### config.mk
export PLATFORM = sky130hd
export DESIGN_NAME = matrix_dot_scheduler
export DESIGN_NICKNAME = d
export VERILOG_FILES = /design/src/rtl/matrix_dot_scheduler_pkg.sv /design/src/rtl/matrix_word_buffer.sv /design/src/rtl/matrix_dot_scheduler.sv
export SDC_FILE = /design/constraint.sdc
export NUM_CORES = 1
export LEC_CHECK = 0
export ABC_AREA = 0
export BUFFER_PORTS_ARGS = -buffer_cell sky130_fd_sc_hd__buf_2
export CELL_PAD_IN_SITES_DETAIL_PLACEMENT = 0
export CELL_PAD_IN_SITES_GLOBAL_PLACEMENT = 2
export CORE_MARGIN = 5
export CORE_UTILIZATION = 52
export CTS_CLUSTER_DIAMETER = 200
export DETAILED_ROUTE_END_ITERATION = 8
export PLACE_DENSITY = 0.88
export RECOVER_POWER = 25
export SLEW_MARGIN = 20
export SYNTH_ARGS = -nofsm -noshare
export SYNTH_HDL_FRONTEND = slang
export SYNTH_SLANG_ARGS = --single-unit
### constraint.sdc
create_clock -name clk -period 9.55 [get_ports clk]
set_input_delay 2.865 -clock clk [delete_from_list [all_inputs] [get_ports clk]]
set_output_delay 2.865 -clock clk [all_outputs]
set_load 0.05 [all_outputs]
### src/rtl/matrix_dot_scheduler_pkg.sv
// Shared word width, qNaN filler and FSM encoding for the matrix dot scheduler.
package matrix_dot_scheduler_pkg;
    localparam int          WORD_WIDTH = 32;
    localparam logic [31:0] FP_QNAN    = 32'h7FC0_0000;

    typedef enum logic [1:0] {
        ST_LOAD     = 2'd0,
        ST_ISSUE    = 2'd1,
        ST_WAIT_RES = 2'd2,
        ST_DRAIN    = 2'd3
    } state_t;
endpackage

### src/rtl/matrix_word_buffer.sv
// NxN word register file: one synchronous write port, RP combinational read ports.
// Storage has no reset; contents survive rst and are simply overwritten on the next load.
module matrix_word_buffer
    import matrix_dot_scheduler_pkg::*;
#(
    parameter int N  = 4,
    parameter int RP = N,
    localparam int AW = $clog2(N * N)
) (
    input  logic                            clk,
    input  logic                            wr_en,
    input  logic [AW-1:0]                   wr_addr,
    input  logic [WORD_WIDTH-1:0]           wr_data,
    input  logic [RP-1:0][AW-1:0]           rd_addr,
    output logic [RP-1:0][WORD_WIDTH-1:0]   rd_data
);
    logic [WORD_WIDTH-1:0] mem [N*N];

    always_ff @(posedge clk) begin
        if (wr_en) mem[wr_addr] <= wr_data;
    end

    always_comb begin
        rd_data = '0;
        for (int k = 0; k < RP; k++) rd_data[k] = mem[rd_addr[k]];
    end
endmodule

### src/rtl/matrix_dot_scheduler.sv
// Loads A and B, issues every (row i, column j) pair to one inner-product unit, streams C row-major.
// Latency per dot: 2 issue cycles + inner-product latency + 1 store cycle. All ports are stb/ack;
// every stage stalls until its ack. Optional watchdog under DOT_TIMEOUT_EN.
module matrix_dot_scheduler
    import matrix_dot_scheduler_pkg::*;
#(
    parameter int N              = 4,
    parameter int TIMEOUT_CYCLES = 1024
) (
    input  logic                    clk,
    input  logic                    rst,
    input  logic [31:0]             ld_data,
    input  logic                    ld_sel,
    input  logic                    ld_stb,
    output logic                    ld_ack,
    output logic [32*N-1:0]         ip_row,
    output logic [32*N-1:0]         ip_column,
    output logic                    ip_row_o_stb,
    output logic                    ip_column_o_stb,
    input  logic                    ip_row_i_ack,
    input  logic                    ip_column_i_ack,
    input  logic [31:0]             ip_out,
    input  logic                    ip_out_i_stb,
    output logic                    ip_out_o_ack,
    output logic [31:0]             c_out_data,
    output logic                    c_out_stb,
    input  logic                    c_out_ack,
    output logic                    busy,
    output logic                    dot_timeout
);
    localparam int NN = N * N;
    localparam int AW = $clog2(NN);
    localparam int CW = AW + 1;
    localparam int JW = $clog2(N);

    state_t          state, state_nxt;
    logic [CW-1:0]   a_cnt, b_cnt;
    logic [JW-1:0]   i_q, j_q;
    logic [AW-1:0]   idx_q;
    logic            row_done, col_done, drain_gap;

    logic a_full, b_full, ld_take, res_take, store, wd_fire, last_pair, c_take, last_elem;
    logic [N-1:0][AW-1:0]          a_addr, b_addr;
    logic [N-1:0][WORD_WIDTH-1:0]  a_rd, b_rd;
    logic [0:0][WORD_WIDTH-1:0]    c_rd;
    logic [AW-1:0]                 c_wr_addr;

    assign a_full    = (a_cnt == CW'(NN));
    assign b_full    = (b_cnt == CW'(NN));
    // ld_ack high means the word on the bus was already captured last cycle
    assign ld_take   = (state == ST_LOAD) && ld_stb && !ld_ack && (ld_sel ? !b_full : !a_full);

    assign ip_row_o_stb    = (state == ST_ISSUE) && !row_done;
    assign ip_column_o_stb = (state == ST_ISSUE) && !col_done;
    assign ip_out_o_ack    = (state == ST_WAIT_RES);
    assign res_take        = ip_out_o_ack && ip_out_i_stb;
    assign store           = res_take || wd_fire;
    assign last_pair       = (i_q == JW'(N - 1)) && (j_q == JW'(N - 1));

    assign c_out_stb = (state == ST_DRAIN) && !drain_gap;
    assign c_take    = c_out_stb && c_out_ack;
    assign last_elem = (idx_q == AW'(NN - 1));
    assign busy      = (state != ST_LOAD);

    always_comb begin
        a_addr = '0;
        b_addr = '0;
        for (int k = 0; k < N; k++) begin
            a_addr[k] = AW'(int'(i_q) * N + k);
            b_addr[k] = AW'(k * N + int'(j_q));
        end
    end
    assign c_wr_addr = AW'(int'(i_q) * N + int'(j_q));

    assign ip_row     = ip_row_o_stb    ? a_rd     : '0;
    assign ip_column  = ip_column_o_stb ? b_rd     : '0;
    assign c_out_data = c_out_stb       ? c_rd[0]  : '0;

    matrix_word_buffer #(.N(N), .RP(N)) u_buf_a (
        .clk(clk), .wr_en(ld_take && !ld_sel), .wr_addr(a_cnt[AW-1:0]), .wr_data(ld_data),
        .rd_addr(a_addr), .rd_data(a_rd)
    );
    matrix_word_buffer #(.N(N), .RP(N)) u_buf_b (
        .clk(clk), .wr_en(ld_take && ld_sel), .wr_addr(b_cnt[AW-1:0]), .wr_data(ld_data),
        .rd_addr(b_addr), .rd_data(b_rd)
    );
    matrix_word_buffer #(.N(N), .RP(1)) u_buf_c (
        .clk(clk), .wr_en(store), .wr_addr(c_wr_addr), .wr_data(res_take ? ip_out : FP_QNAN),
        .rd_addr(idx_q), .rd_data(c_rd)
    );

    always_comb begin
        state_nxt = state;
        case (state)
            ST_LOAD:     if (a_full && b_full) state_nxt = ST_ISSUE;
            ST_ISSUE:    if (store) state_nxt = last_pair ? ST_DRAIN : ST_ISSUE;
                         else if (row_done && col_done) state_nxt = ST_WAIT_RES;
            ST_WAIT_RES: if (store) state_nxt = last_pair ? ST_DRAIN : ST_ISSUE;
            ST_DRAIN:    if (c_take && last_elem) state_nxt = ST_LOAD;
            default:     state_nxt = ST_LOAD;
        endcase
    end

    always_ff @(posedge clk or posedge rst) begin
        if (rst) begin
            state     <= ST_LOAD;
            ld_ack    <= 1'b0;
            a_cnt     <= '0;
            b_cnt     <= '0;
            i_q       <= '0;
            j_q       <= '0;
            idx_q     <= '0;
            row_done  <= 1'b0;
            col_done  <= 1'b0;
            drain_gap <= 1'b0;
        end else begin
            state     <= state_nxt;
            ld_ack    <= ld_take;
            drain_gap <= c_take;
            if (ld_take && !ld_sel) a_cnt <= a_cnt + 1'b1;
            if (ld_take &&  ld_sel) b_cnt <= b_cnt + 1'b1;
            if (ip_row_o_stb    && ip_row_i_ack)    row_done <= 1'b1;
            if (ip_column_o_stb && ip_column_i_ack) col_done <= 1'b1;
            // Latches belong to one pair only; a watchdog skip also restarts the issue
            if (store || (state_nxt != ST_ISSUE)) begin
                row_done <= 1'b0;
                col_done <= 1'b0;
            end
            if (store) begin
                if (j_q == JW'(N - 1)) begin
                    j_q <= '0;
                    i_q <= last_pair ? '0 : i_q + 1'b1;
                end else begin
                    j_q <= j_q + 1'b1;
                end
            end
            if (c_take) idx_q <= last_elem ? '0 : idx_q + 1'b1;
            if (c_take && last_elem) begin
                a_cnt <= '0;
                b_cnt <= '0;
            end
        end
    end

`ifdef DOT_TIMEOUT_EN
    localparam int WW = $clog2(TIMEOUT_CYCLES + 1);
    logic [WW-1:0] wd_cnt;
    logic          wd_flag, wd_run;

    assign wd_run      = (state == ST_ISSUE) || (state == ST_WAIT_RES);
    assign wd_fire     = wd_run && !res_take && (wd_cnt == WW'(TIMEOUT_CYCLES - 1));
    assign dot_timeout = wd_flag;

    always_ff @(posedge clk or posedge rst) begin
        if (rst) begin
            wd_cnt  <= '0;
            wd_flag <= 1'b0;
        end else begin
            wd_cnt <= (store || !wd_run) ? '0 : wd_cnt + 1'b1;
            if (wd_fire) wd_flag <= 1'b1;
        end
    end
`else
    assign wd_fire     = 1'b0;
    assign dot_timeout = 1'b0;
`endif
endmodule

==> results of run 1 <==
==> per-layer routing <==
layer,vias to the layer above,GRT usage
li1,12170,-
met2,1369,0.3835
met1,15330,0.3188
met4,4,0.05611
met3,195,0.06236
met5,-,0
==> flip-flops by register name (all words and copies together), names as in the netlist, 2 cells and up <==
signal,flops
u_buf_c.mem,512
u_buf_b.mem,512
b_cnt,5
a_cnt,5
i_q,2
idx_q,4
j_q,2
u_buf_a.mem,512
state,2
==> final timing paths <==
kind                                 startpoint                            to  slack (ps)
min in group asynchronous                   rst          a_cnt[3]$_DFFE_PP0P_        2230
min reg2reg                a_cnt[4]$_DFFE_PP0P_          a_cnt[4]$_DFFE_PP0P_         580
max                        idx_q[0]$_DFFE_PP0P_                c_out_data[28]        2690
max in group asynchronous                   rst          idx_q[1]$_DFFE_PP0P_        6780
min                        a_cnt[4]$_DFFE_PP0P_          a_cnt[4]$_DFFE_PP0P_         580
max reg2reg                  state[1]$_DFF_PP0_  u_buf_a.mem[7][24]$_DFFE_PP_        6130
==> cell usage in the layout (no fill, tap or decap), types with 7 or more instances in the layout <==
cell type,synthesis,layout
nand2b_1,14,14
ha_1,17,17
diode_2,0,7
nor2_1,22,9
mux4_2,382,382
inv_1,13,12
dfrtp_1,24,17
nand2_1,15,15
clkbuf_1,103,60
buf_2,46,337
edfxtp_1,1536,1536
a21oi_1,11,11
clkinv_1,0,34
buf_4,1,62
o31ai_1,8,8
bufinv_16,0,20
nor2_2,0,7
and2_1,287,287
nand4_1,42,42
and3_2,0,16
clkinv_2,0,25
nand3_1,127,127
clkbuf_16,0,158
==> power groups by stage <==
stage	clock (mW)	combinational (mW)	sequential [mW]
4_1_cts	6.20	6.00	7.78
3_3_place_gp	0	5.93	7.92
6_report	6.11	5.91	7.78
5_1_grt	6.52	6.24	7.80
2_1_floorplan	0	4.57	7.74
3_5_place_dp	0	5.98	7.92
==> through the flow <==
| stage | worst slack, ps | hold WS, ps | std cells | utilization | area, µm² |
|---|---|---|---|---|---|
| finish | 2690 | 575.8 | 4811 | 0.6019 | 68820 |
| global route | 2297 | 620.2 | 4804 | 0.6017 | 68800 |
| CTS | 2489 | 575.3 | 4802 | 0.6015 | 68780 |
| detailed placement | 3305 | 569.7 | 4519 | 0.5565 | 63630 |
| floorplan | 1882 | 494.1 | 2738 | - | 59900 |
| global placement | 3395 | 547.5 | 4519 | 0.5565 | 63630 |
==> logic make-up (layout without fill, tap and decap cells) <==
group	count (synthesis)	in the layout	synth area share
adder cells (fa/ha/maj)	17	17	0.003551
other	1	8	0.00006261
multiplexers	392	392	0.1454
buffers and inverters	174	728	0.01193
XOR/XNOR	2	2	0.0002925
AND/OR/NAND/NOR	558	558	0.05500
AO/OA/AOI/OAI	34	34	0.003677
flip-flops	1560	1560	0.7801
==> cells in the mapped netlist (all sizes together) (6+ instances only) <==
master,instances,area [µm²]
a21oi,11,55.05
and2,287,1795
and3,20,125.1
buf,57,275.3
clkbuf,103,386.6
dfrtp,24,600.6
edfxtp,1536,46120
ha,17,212.7
inv,14,52.55
mux2,6,67.56
mux4,382,8603
nand2,15,56.30
nand2b,14,87.58
nand3,127,635.6
nand4,42,262.8
nor2,22,82.58
nor3,6,30.03
nor4b,6,58.80
o21ai,6,30.03
o31ai,8,60.06
==> cell type report <==
| cell class | instances | area [µm²] |
|---|---|---|
| timing repair buffer | 431 | 2336 |
| sequential | 1560 | 46750 |
| tap | 1512 | 1892 |
| clock inverter | 93 | 1076 |
| antenna | 7 | 17.52 |
| inverter | 14 | 52.55 |
| clock buffer | 190 | 4074 |
| multi-input combinational | 1004 | 12620 |
| fill | 7819 | 45530 |
==> worst max-delay path, cell delays in order, from the launching register on <==
cell,delay (ps)
dfrtp_4,680
buf_4,630
buf_4,700
mux4_2,590
nand3_1,110
nand4_1,220
buf_2,280
==> impl.org, run 1 <==
** Outcome
- Run status :: finished with violations
- The checks that failed: capacitance limit, slew limit.

** Power and ir drop
- The share of total power dissipated in the clock network is 0.309.
- Comb power frac :: 0.299
- IR analysis of the VDD net gives a maximum drop of 327.2 µV.
- Leakage power total :: 22.37 nW
- Sw Share :: 0.3436
- Internal power of the cells :: 12.99 mW
- Fraction of power consumed by sequential logic :: 0.393
- For this design the total switching power over the nets is about 6.8 mW.
- The design draws 19.80 mW.
- Power density over the cells :: 287.7 nW/µm²

** Synthesis
- The synthesized design contains between 1,500 and 2,000 register bits.
- The Yosys step of the flow raised 0 warnings.
- Counting distinct cell types in the post-synthesis netlist gives 47.
- Among all flip-flop cells after synthesis, the most frequent one is edfxtp_1.
- Averaged over all synthesized cells, the footprint is ~22 µm².
- The number of nets handed over by synthesis was between 2,000 and 3,000.
- Number of enable-type register cells in the synthesized netlist :: 1,536
- Of the synthesized area, sequential elements account for 0.7801.
- Synthesis produced ~2,700 cells.
- Share of flip-flops with an asynchronous set or reset after synthesis :: 0.01538
- The cell area that synthesis handed to floorplanning was 59,900 µm².

** Global route
- The initial antenna violation count is 10.
- Total routing resource utilization after global routing :: 0.2335
- The number of global-route vias before repair came to 30,310.
- Global routing finished with a remaining overflow of 0.
- Global-route wire length before repair :: approximately 210,000 µm
- Entering global routing, the biggest net connects ~120 pins.

** Route
- Total number of vias :: 29,070
- Wire length on met2 :: 71,150 µm
- The first detailed-routing pass took 7 iterations.
- After detailed routing, the number of vias per cell comes to a little over 6.
- Wire segments on met3 add up to 14,010 µm in the final route.
- Iter 0 DRT Violations :: 3,126
- Post-DR wirelength/cell :: 29.57 µm
- Drc violations :: 0
- Top Metal Used :: met5
- Met1 WL :: 54,150 µm
- Aggregate routed wire length :: approximately 140,000 µm
- Number of nets still failing antenna checks after routing :: 0

** Finish
- The area growth from synthesis to layout is 14.89%.
- Layout net count :: 3,254
- Of the cells placed in the final design, the portion with a size suffix greater than 1 is 0.3232.

** Critical path
- Worst Setup Start Kind :: flop
- By startpoint and endpoint, the worst setup path is classified as flop to primary output.
- Crit. End Element :: primary output
- Critical Path RT :: 6690 ps
- Highest net fanout along the worst path :: 36
- The worst register-to-register path has a depth of 4.
- Worst Path Arrival :: 3990 ps

** Timing
- Static timing analysis puts the maximum clock frequency at between 100 and 150 MHz.
- Worst slew margin :: -0.4310
- Minimum period implied by the final worst setup slack :: just under 7000 ps
- On the final layout, the worst clock skew is 20.27 ps.
- Setup TNS :: 0 ps
- Dividing the final minimum period by the clock period gives 0.7183.
- Setup repair after global routing missed its margin :: no
- The final-report max-slew violation count was around 930.
- The number of hold-slack violations in the final timing report is 0.
- Setup violations remaining at the end of the flow were counted as 0.
- Slew at the pin closest to its max-slew limit :: 2146 ps

** Placed design
- Weighted congestion reported at the end of routability-driven placement :: 0.7517
- During placement, the flow inserted port buffers numbering 365.
- The wire-length estimate of the detail-placed layout is roughly 78,000 µm.

** Clock tree
- TritonCTS clock tree :: done
- Clock slew at the register clock pins of the worst setup and hold paths :: around 60 ps
- Post-CTS repair changed the size of 0 cells.
- Max H-tree Level :: 4
- The number of clock buffers added by TritonCTS is 154.
- The root buffer cell chosen for the clock tree is clkbuf_16.
- Buffers from clock root to sink, at most :: 3
- Number of post-CTS setup repair buffers :: 0
- Post-cts hold buffer count :: 0
- For this design, the sink count on the clock tree is 1,560.
- At the later pin of the worst-skew pair, clock insertion delay measures 750 ps.

** Die
- The die is 349.4 µm wide.
- DIE AREA :: 122,100 µm²
- During I/O placement, the number of pins put on the boundary was 367.
- For this configuration, the core starts out at a cell density of 0.5238.
- The floorplan has 124 rows.
- The die is approximately 350 µm tall.
- Standard cell core area :: 114,300 µm²

** Flow run
- Count of maximum capacitance violations :: 28

** Hold path
- Number of instances on the worst hold path :: 2
- The path class of the tightest hold or removal check is flop to flop.
Power figures use the tool's default switching activity.
==> inputs of run 2 (changes only) <==
- CORE_UTILIZATION: 52 -> 43
- PLACE_DENSITY: 0.88 -> 0.78
- clock period: 9.55 -> 5.6 ns (I/O delays scaled with it)
==> run 2 against run 1 <==
Net effect:
- the flow still finishes with violations (capacitance limit, slew limit)
- combinational power increased by 74%
- non-clock buffer count increased by 14
- register-to-register slack got worse by 3800 ps
- count of clock-buffer cells in the layout grew 6
- total power increased by 72%
- largest cell class unchanged
==> impl.org, run 2 (synthesis gave the netlist of run 1 again) <==
** Outcome
- The run finished, with violations left.
- Violations in the final reports :: capacitance limit, slew limit

** Die
- Standard cell core area :: 139,000 µm²
- From left edge to right edge, the die measures approximately 380 µm.
- For this configuration, the core starts out at a cell density of 0.4309.
- Measured along the y axis, the die boundary spans 383.2 µm.
- 367 I/O pins were placed.
- Standard-cell rows :: 137
- DIE AREA :: 146,900 µm²

** Timing
- Dividing the final minimum period by the clock period gives 0.9017.
- Max-slew violation count :: 958
- Fin. Hold Viols :: 0
- Worst slew margin :: -0.6330
- At the pin with the least slew margin, the transition time is 2449 ps.
- Setup repair after global routing missed its margin :: no
- Final setup fails :: 0
- Minimum period implied by the final worst setup slack :: a little over 5000 ps
- Static timing analysis puts the maximum clock frequency at ~200 MHz.
- For the final database, setup skew stands at 49.38 ps.
- Setup TNS :: 0 ps

** Clock tree
- Source-to-sink clock delay at the later pin of the worst-skew pair :: 790 ps
- Number of post-CTS setup repair buffers :: 0
- Buffers from clock root to sink, at most :: 3
- After clock tree synthesis, the clock-pin slew on the worst setup and hold paths is 60 ps.
- Max H-tree Level :: 4
- Counting every sink on the clock net gives 1,560.
- TritonCTS buffer count :: approximately 160
- Clock Tree Root :: clkbuf_16
- Once the clock tree was built, the resizer swapped 0 gates to a different size.
- For this design, the CTS-stage hold fixing added 0 buffers.
- TritonCTS built the clock tree.

** Placed design
- Weighted congestion reported at the end of routability-driven placement :: about 0.76
- After detailed placement, the total cell area comes to 64,340 µm².
- Detailed placement finished with a half-perimeter wire length of 85,710 µm.
- Placed cell count :: 4,891
- In this run the tool buffered the top-level ports with 365 buffer cells.

** Critical path
- Length in cells of the worst reg-to-reg path :: 3
- Setup slack on the worst reg-to-reg path comes out at 2300 ps.
- Highest net fanout along the worst path :: 63
- Worst Setup Start Kind :: flop
- The worst setup path is of the flop to primary output kind.
- Critical Path RT :: 3920 ps
- For the worst setup path, the data arrival time is 3370 ps.
- Crit. End Element :: primary output

** Global route
- Total routing resource utilization after global routing :: 0.2043
- Global routing finished with a remaining overflow of 0.
- Entering global routing, the biggest net connects 130 pins.
- Global-route wire length before repair :: 215,900 µm
- Vias in the first global route :: 30,620
- Antenna violations before repair :: 14

** Finish
- Footprint of the multi-input gates :: approximately 13,000 µm²
- For this run, the share of the core covered by cells in the final layout is 0.5007.
- Registers take about 47,000 µm².
- Once layout is done, the placed cells without fillers occupy 69,600 µm².
- Post-route non-filler standard cell count :: 5,185
- For this run, the post-layout net count is 3,272.
- Layout-stage area growth over the synthesis result :: 16.20%
- Leading cell type in the layout, fill and taps excluded :: edfxtp_1
- # fillers :: between 10,000 and 15,000
- Largest registers in the final layout :: u_buf_a.mem: 512 flops, u_buf_b.mem: 512 flops, u_buf_c.mem: 512 flops
- Share of layout cells above drive strength 1 :: 0.3251
- Highest-count cells in the layout ignoring fill and taps :: 1,536 x edfxtp_1, 382 x mux4_2, 336 x buf_2

** Power and ir drop
- Total Power Consumption :: 34.04 mW
- For this design the ratio of total power to cell area is 489.0 nW/µm².
- IR analysis of the VDD net gives a maximum drop of 415.5 µV.
- In this run the static leakage power is 22.47 nW.

** Route
- Signal routing reaches up to met5.
- Dividing the detail-routed via count by the number of cells gives 5.657.
- For this block, the routed nets add up to 150,500 µm of wire.
- Drc violations :: 0
- DRT Pass-1 Iters :: 5
- In the detailed route, the total length drawn on met3 is 13,520 µm.
- Wire length on met2 :: between 70,000 and 80,000 µm
- Total number of vias :: 29,330
- In this run, the number of DRC markers left after iteration 0 of detailed routing was 3,075.
- Number of nets still failing antenna checks after routing :: 0
- Dividing the detail-routed wire length by the instance count gives 29.03 µm.
- For this block, wires on met1 add up to 57,860 µm.

** Hold path
- Number of instances on the worst hold path :: 2
- Path type of the worst min-delay path :: flop to flop

** Flow run
- Across the run, the number of max-cap violations was 29.
run 2: cell count changes in the layout (fill, tap and decap cells not counted), moves of 5 or more:
| cell | change |
|---|---|
| clkinv_16 | +7 |
| bufinv_16 | -7 |
| buf_12 | +15 |
| clkinv_2 | -5 |
| nor2_2 | -7 |
| clkbuf_1 | +6 |
| nor2_4 | +7 |
run 2: area by class of cell:
| type | instances | area share |
|---|---|---|
| diodes | 5 | 0.0001798 |
| clock buffers | 196 | 0.05916 |
| clock inverters | 85 | 0.01425 |
| inverters | 14 | 0.0007550 |
| multi-input cells | 1004 | 0.1820 |
| flip-flops and latches | 1560 | 0.6716 |
| well taps | 1876 | 0.03372 |
| repair buffers | 445 | 0.03827 |
run 2: metrics by stage:
step,setup WS (ps),hold WS (ps)
final,550.5,583.4
after global routing,331.8,609.4
after CTS,449.5,579.2
after detailed placement,1215,570.8
after global placement,1342,549.9
after floorplan,-882.6,494.1
run 2: routing by layer:
layer,vias to the layer above,track usage
li1,12180,-
met1,15740,0.2654
met2,1191,0.3354
met3,211,0.05876
met4,10,0.06529
met5,-,0
run 2: where the power goes:
part,internal [mW],leakage [nW],switching [mW]
clock network,5.88,2.46,4.46
registers,12.9,13.9,0.452
logic,3.22,6.11,7.09
run 2: worst paths after layout:
path,from,end
worst max-delay path,i_q[1]$_DFFE_PP0P_,ip_row[74]
worst min-delay path,b_cnt[4]$_DFFE_PP0P_,b_cnt[4]$_DFFE_PP0P_
worst max register to register,state[1]$_DFF_PP0_,u_buf_a.mem[11][3]$_DFFE_PP_
worst min register to register,b_cnt[4]$_DFFE_PP0P_,b_cnt[4]$_DFFE_PP0P_
max in group asynchronous,rst,idx_q[1]$_DFFE_PP0P_
min in group asynchronous,rst,ld_ack$_DFF_PP0_
run 2: worst max-delay path, cell delays in order (launching register included):
cell and delay, ps:
dfrtp_4 1040, buf_4 610, mux4_2 420, and2_1 190
buf_2 210
